[src/rtl/stopwatch_pkg.sv]
// Shared types and constants for the stopwatch controller.
// Holds the FSM encoding and BCD digit limits.
package stopwatch_pkg;

    localparam int BCD_W = 4;
    localparam logic [BCD_W-1:0] BCD_MAX = 4'd9;

    typedef enum logic [1:0] {
        ST_IDLE  = 2'd0,
        ST_RUN   = 2'd1,
        ST_PAUSE = 2'd2,
        ST_LAP   = 2'd3
    } state_t;

endpackage

[src/rtl/bcd_digit_cell.sv]
// One decade counter of the stopwatch chain.
// Carry is combinational so the whole chain advances on a single edge.
module bcd_digit_cell
    import stopwatch_pkg::*;
(
    input  logic             Clk_In,
    input  logic             Reset_In,
    input  logic             Clear_In,
    input  logic             Inc_In,
    output logic [BCD_W-1:0] Digit_Out,
    output logic             Carry_Out
);

    always_ff @(negedge Clk_In or posedge Reset_In) begin
        if (Reset_In) begin
            Digit_Out <= '0;
        end else if (Clear_In) begin
            Digit_Out <= '0;
        end else if (Inc_In) begin
            // >= keeps any illegal code from escaping past 9
            if (Digit_Out >= BCD_MAX) begin
                Digit_Out <= '0;
            end else begin
                Digit_Out <= Digit_Out + 4'd1;
            end
        end
    end

    assign Carry_Out = Inc_In && (Digit_Out == BCD_MAX);

endmodule

[src/rtl/stopwatch_controller.sv]
// Start/stop/lap/clear stopwatch: FSM, prescaler, lap register,
// overflow flag and a chain of BCD digit cells.
module stopwatch_controller
    import stopwatch_pkg::*;
#(
    parameter int DIGITS   = 4,
    parameter int TICK_DIV = 10
) (
    input  logic                  Clk_In,
    input  logic                  Reset_In,
    input  logic                  Start_Stop_In,
    input  logic                  Lap_In,
    input  logic                  Clear_In,
    output logic [4*DIGITS-1:0]   Display_Out,
    output logic                  Running_Out,
    output logic                  Lap_Active_Out,
    output logic                  Overflow_Out
);

    localparam int PW = (TICK_DIV > 1) ? $clog2(TICK_DIV) : 1;
    localparam logic [PW-1:0] PRE_LAST = PW'(TICK_DIV - 1);

    state_t state;
    state_t state_nxt;

    logic [PW-1:0]       pre;
    logic [4*DIGITS-1:0] live;
    logic [4*DIGITS-1:0] lap_q;
    logic [DIGITS:0]     inc;
    logic                counting;
    logic                tick;
    logic                lap_cap;
    logic                clr_cnt;
    logic                clr_ovf;
    logic                ovf;

    assign counting = (state == ST_RUN) || (state == ST_LAP);
    assign tick     = counting && (pre == PRE_LAST);

    always_ff @(negedge Clk_In or posedge Reset_In) begin
        if (Reset_In) begin
            state <= ST_IDLE;
        end else begin
            state <= state_nxt;
        end
    end

    // Start_Stop outranks Lap; Clear outranks Start_Stop in PAUSE
    always_comb begin
        state_nxt = state;
        lap_cap   = 1'b0;
        clr_cnt   = 1'b0;
        clr_ovf   = 1'b0;
        unique case (state)
            ST_IDLE: begin
                if (Clear_In) begin
                    clr_ovf = 1'b1;
                end
                if (Start_Stop_In) begin
                    state_nxt = ST_RUN;
                end
            end
            ST_RUN: begin
                if (Start_Stop_In) begin
                    state_nxt = ST_PAUSE;
                end else if (Lap_In) begin
                    lap_cap   = 1'b1;
                    state_nxt = ST_LAP;
                end
            end
            ST_LAP: begin
                if (Start_Stop_In) begin
                    state_nxt = ST_PAUSE;
                end else if (Lap_In) begin
                    state_nxt = ST_RUN;
                end
            end
            ST_PAUSE: begin
                if (Clear_In) begin
                    clr_cnt   = 1'b1;
                    clr_ovf   = 1'b1;
                    state_nxt = ST_IDLE;
                end else if (Start_Stop_In) begin
                    state_nxt = ST_RUN;
                end
            end
            default: begin
                state_nxt = ST_IDLE;
            end
        endcase
    end

    // Held in PAUSE so a resume keeps the partial tick
    always_ff @(negedge Clk_In or posedge Reset_In) begin
        if (Reset_In) begin
            pre <= '0;
        end else if (clr_cnt) begin
            pre <= '0;
        end else if (counting) begin
            if (pre == PRE_LAST) begin
                pre <= '0;
            end else begin
                pre <= pre + PW'(1);
            end
        end
    end

    assign inc[0] = tick;

    for (genvar k = 0; k < DIGITS; k++) begin : g_digit
        bcd_digit_cell u_cell (
            .Clk_In    (Clk_In),
            .Reset_In  (Reset_In),
            .Clear_In  (clr_cnt),
            .Inc_In    (inc[k]),
            .Digit_Out (live[4*k +: 4]),
            .Carry_Out (inc[k+1])
        );
    end

    // Capture uses the pre-increment value registered before this edge
    always_ff @(negedge Clk_In or posedge Reset_In) begin
        if (Reset_In) begin
            lap_q <= '0;
        end else if (lap_cap) begin
            lap_q <= live;
        end
    end

    always_ff @(negedge Clk_In or posedge Reset_In) begin
        if (Reset_In) begin
            ovf <= 1'b0;
        end else if (clr_ovf) begin
            ovf <= 1'b0;
        end else if (inc[DIGITS]) begin
            ovf <= 1'b1;
        end
    end

    assign Display_Out    = (state == ST_LAP) ? lap_q : live;
    assign Running_Out    = counting;
    assign Lap_Active_Out = (state == ST_LAP);
    assign Overflow_Out   = ovf;

endmodule

[config.mk]
export PLATFORM = sky130hd
export DESIGN_NAME = stopwatch_controller
export DESIGN_NICKNAME = d
export VERILOG_FILES = /design/src/rtl/stopwatch_pkg.sv /design/src/rtl/bcd_digit_cell.sv /design/src/rtl/stopwatch_controller.sv
export SDC_FILE = /design/constraint.sdc
export NUM_CORES = 1
export LEC_CHECK = 0
export ABC_AREA = 1
export ABC_CLOCK_PERIOD_IN_PS = 3300
export BUFFER_PORTS_ARGS = -buffer_cell sky130_fd_sc_hd__buf_2
export CAP_MARGIN = 10
export CORE_MARGIN = 2
export CORE_UTILIZATION = 63
export CTS_CLUSTER_DIAMETER = 30
export DETAILED_ROUTE_END_ITERATION = 6
export MAX_ROUTING_LAYER = met4
export PLACE_DENSITY = 0.84
export SLEW_MARGIN = 20
export SYNTH_ARGS = -nofsm -noshare
export SYNTH_HDL_FRONTEND = slang
export SYNTH_HIERARCHICAL = 1
export SYNTH_SLANG_ARGS = --single-unit
[constraint.sdc]
create_clock -name Clk_In -period 3.3 [get_ports Clk_In]
set_input_delay 0.33 -clock Clk_In [delete_from_list [all_inputs] [get_ports Clk_In]]
set_output_delay 0.33 -clock Clk_In [all_outputs]
set_load 0.01 [all_outputs]
==> reports/qor.yml <==
drc_errors: 0
hp-class: "flop to flop"
fin_skew_ns: 0.00417
power_switching_uw: 770
netlist_area_um2: 2340
synth.yosys.seq_area_share_pct: 41.7
final_area_um2: 2670
p_leak_nw: 1.34
ys_warn_count: 6
num_io_pins: 24
hold_viol: 0
cap_viol_max_count: 0
rows: 22
status: "finished, final reports clean"
start_kind: "flop"
holdPathEnd: "lap_q[15]"
preCtsSetupSlack_ns: 0.184
yosys_register_bits: 39
routed_wl_um: 4800
place.gp.congestion: 0.833
r2r-start: "pre[0]"
drive_gt1_share_pct: 23.8
comb_power_share_pct: 38.4
required_ns: 2.97
root_buffer: "clkbuf_8"
arrival_ns: 2.95
grt_util_met1_pct: 30.8
track_usage_pct: 25.5
cts_tree: "yes"
p_int_mw: 1.18
power_frac_clock_pct: 21.0
holdPathStages: 2
place_area_um2: 2470
clock_path_buffers: 2
synthTopCellsByArea: "dfrtn_1 42%, nand2_1 11%, ha_1 7.5%"
synth.avg_cell_area_um2: 8.05
crit_path_max_incr_delay_ns: 0.46
clock_latency_ns: 0.29
dieArea_um2: 4220
grt_pass1_wl_um: 8010
crit_buf_inv: 2
critical_path_class: "flop to output pin"
ant_nets: 0
timing.rr.end: "g_digit[3].u_cell/Digit_Out[3]"
grt_pass1_vias: 1884
synth_nets: 310
synth_top_area_cell: "dfrtn_1"
r2r_setup_slack_ns: 0.76
fin_nets: 342
grt_remaining_overflow: 0
ys_types: 21
num_antenna_cells: 0
grt_max_degree: 31
antenna_found_initial: 0
critPathCaptureType: "output pin"
portBuffers: 23
seqPwrFrac_pct: 40.7
die_h_um: 65.0
maxSlewHeadroom_pct: 71.1
synthCells: 291
switching_share_pct: 39.6
die_w_um: 65.0
hpwl_um: 3320
cts_buffers: 5
path_max_fanout: 4
worstMarginPinSlew_ns: 0.434
utilization_pct: 73.9
cts_max_level: 2
synth_top_cell_area_share_pct: 41.7
grt_use_met3_pct: 3.65
peakVddDrop_v: 0.000545
clkTransAtPathRegs_ns: 0.05
maxSlewViolCount: 0
vias: 1994
wl_per_cell_um: 12.9
postCtsHoldBufs: 0
setup_viol: 0
path_delay_family: "flip-flops"
cts_sinks: 39
drtPass1Iterations: 4
fin_ws_ns: 0.0237
use_met2_pct: 42.5
area_delta_synth_final_pct: 13.8
initial_core_util_pct: 65.0
power_density_nw_per_um2: 729
drt_iter0_drc: 165
r2r_cells: 12
grt_setup_unrepaired: "yes"
via_per_inst: 5.36
hold_path.startpoint: "lap_q[15]"
cp_slowest_cell: "dfrtn_1"
grt_busiest_layer: "met2"
path_cells: "nand2_4 > inv_4 > nand2_1 > o21ai_0 > buf_2"
core-area_um2: 3610
worst max-delay path by stage:
stage / from / to / depth (start not counted)
2_1_floorplan: Clear_In / g_digit[0].u_cell/Digit_Out[3] / 5
3_3_place_gp: state[1] / Display_Out[3] / 5
3_5_place_dp: state[1] / Display_Out[3] / 5
4_1_cts: state[0] / Display_Out[3] / 5
5_1_grt: state[0] / Display_Out[14] / 5
6_report: state[0] / Display_Out[7] / 5
worst reg2reg max path: cells and delay by family (launching register included):
family	cells	cell delay, ns
DFF	1	0.49
and+or+nand+nor	11	1.73
adders and majority gates	1	0.18
timing repair:
action,CTS,global route
cloned,2,1
pin swaps,0,1
buffers inserted,1,1
endpoints found under the setup margin,16,13
gates resized for setup,4,15
area by class of cell:
class	count	area, um^2
fillers	266	940
inverters	47	184
repair buffers	30	168
repair inverters	3	28.8
clock inverters	2	35.0
well taps	48	60.1
multi-input cells	197	1130
flip-flops and latches	39	976
clock buffers	6	82.6
flip-flops by register name, indices dropped and copies added, names as in the netlist:
signal and count:
Overflow_Out 1, lap_q 16, pre 4, g_digit.u_cell/Digit_Out 16, state 2
Yosys cell counts:
master / n
o21ai_0: 20
nor2_2: 1
a21oi_1: 14
nand2_1: 67
or2_4: 4
xnor2_1: 1
nand3_4: 1
o21ai_1: 7
nand3_1: 20
nor3_1: 6
ha_1: 14
o21ai_2: 16
or2_0: 4
clkbuf_1: 1
buf_6: 7
inv_1: 46
nand4_1: 6
nor2_1: 11
nand2_2: 5
inv_4: 1
dfrtn_1: 39
power by group through the flow:
stage / Sequential, mW / Combinational [mW] / Clock, mW
6_report: 0.791 / 0.746 / 0.408
5_1_grt: 0.810 / 0.833 / 0.442
4_1_cts: 0.783 / 0.705 / 0.415
3_5_place_dp: 0.791 / 0.647 / 0
3_3_place_gp: 0.782 / 0.622 / 0
2_1_floorplan: 0.754 / 0.549 / 0
stage by stage:
step                TNS (ns)  total power [mW]  instances  hold WS (ns)
detailed placement         0              1.44        359         0.428
floorplan                  0              1.30        291         0.416
finish                     0              1.94        372         0.428
global route          -0.364              2.09        372         0.442
CTS                        0              1.90        370         0.430
global placement           0              1.40        359         0.424
kinds of logic after synthesis:
| logic type | synth area share (%) |
|---|---|
| AND/OR/NAND/NOR | 24.6 |
| AO/OA/AOI/OAI | 14.7 |
| buffers and inverters | 11.2 |
| flip-flops | 41.7 |
| XOR/XNOR | 0.374 |
| adder cells (fa/ha/maj) | 7.48 |
layout by cell type (no fill, tap or decap):
cell       instances
a21oi_1           14
buf_2             23
buf_4              7
bufinv_16          1
clkbuf_8           6
clkinv_2           1
dfrtn_1           39
ha_1              14
inv_1             46
inv_4              1
inv_8              3
nand2_1           61
nand2_2           10
nand2_4            1
nand3_1           20
nand3_4            1
nand4_1            6
nor2_1            11
nor2_2             1
nor3_1             6
o21ai_0           16
o21ai_1            9
o21ai_2           18
or2_0              4
or2_4              4
xnor2_1            1
per-layer routing:
metal | up-vias | wire [um]
li1 | 1000 | -
met1 | 937 | 2210
met2 | 48 | 2350
met3 | 9 | 173
met4 | 0 | 77
met5 | - | 0
(Power assumes the default switching activity.)
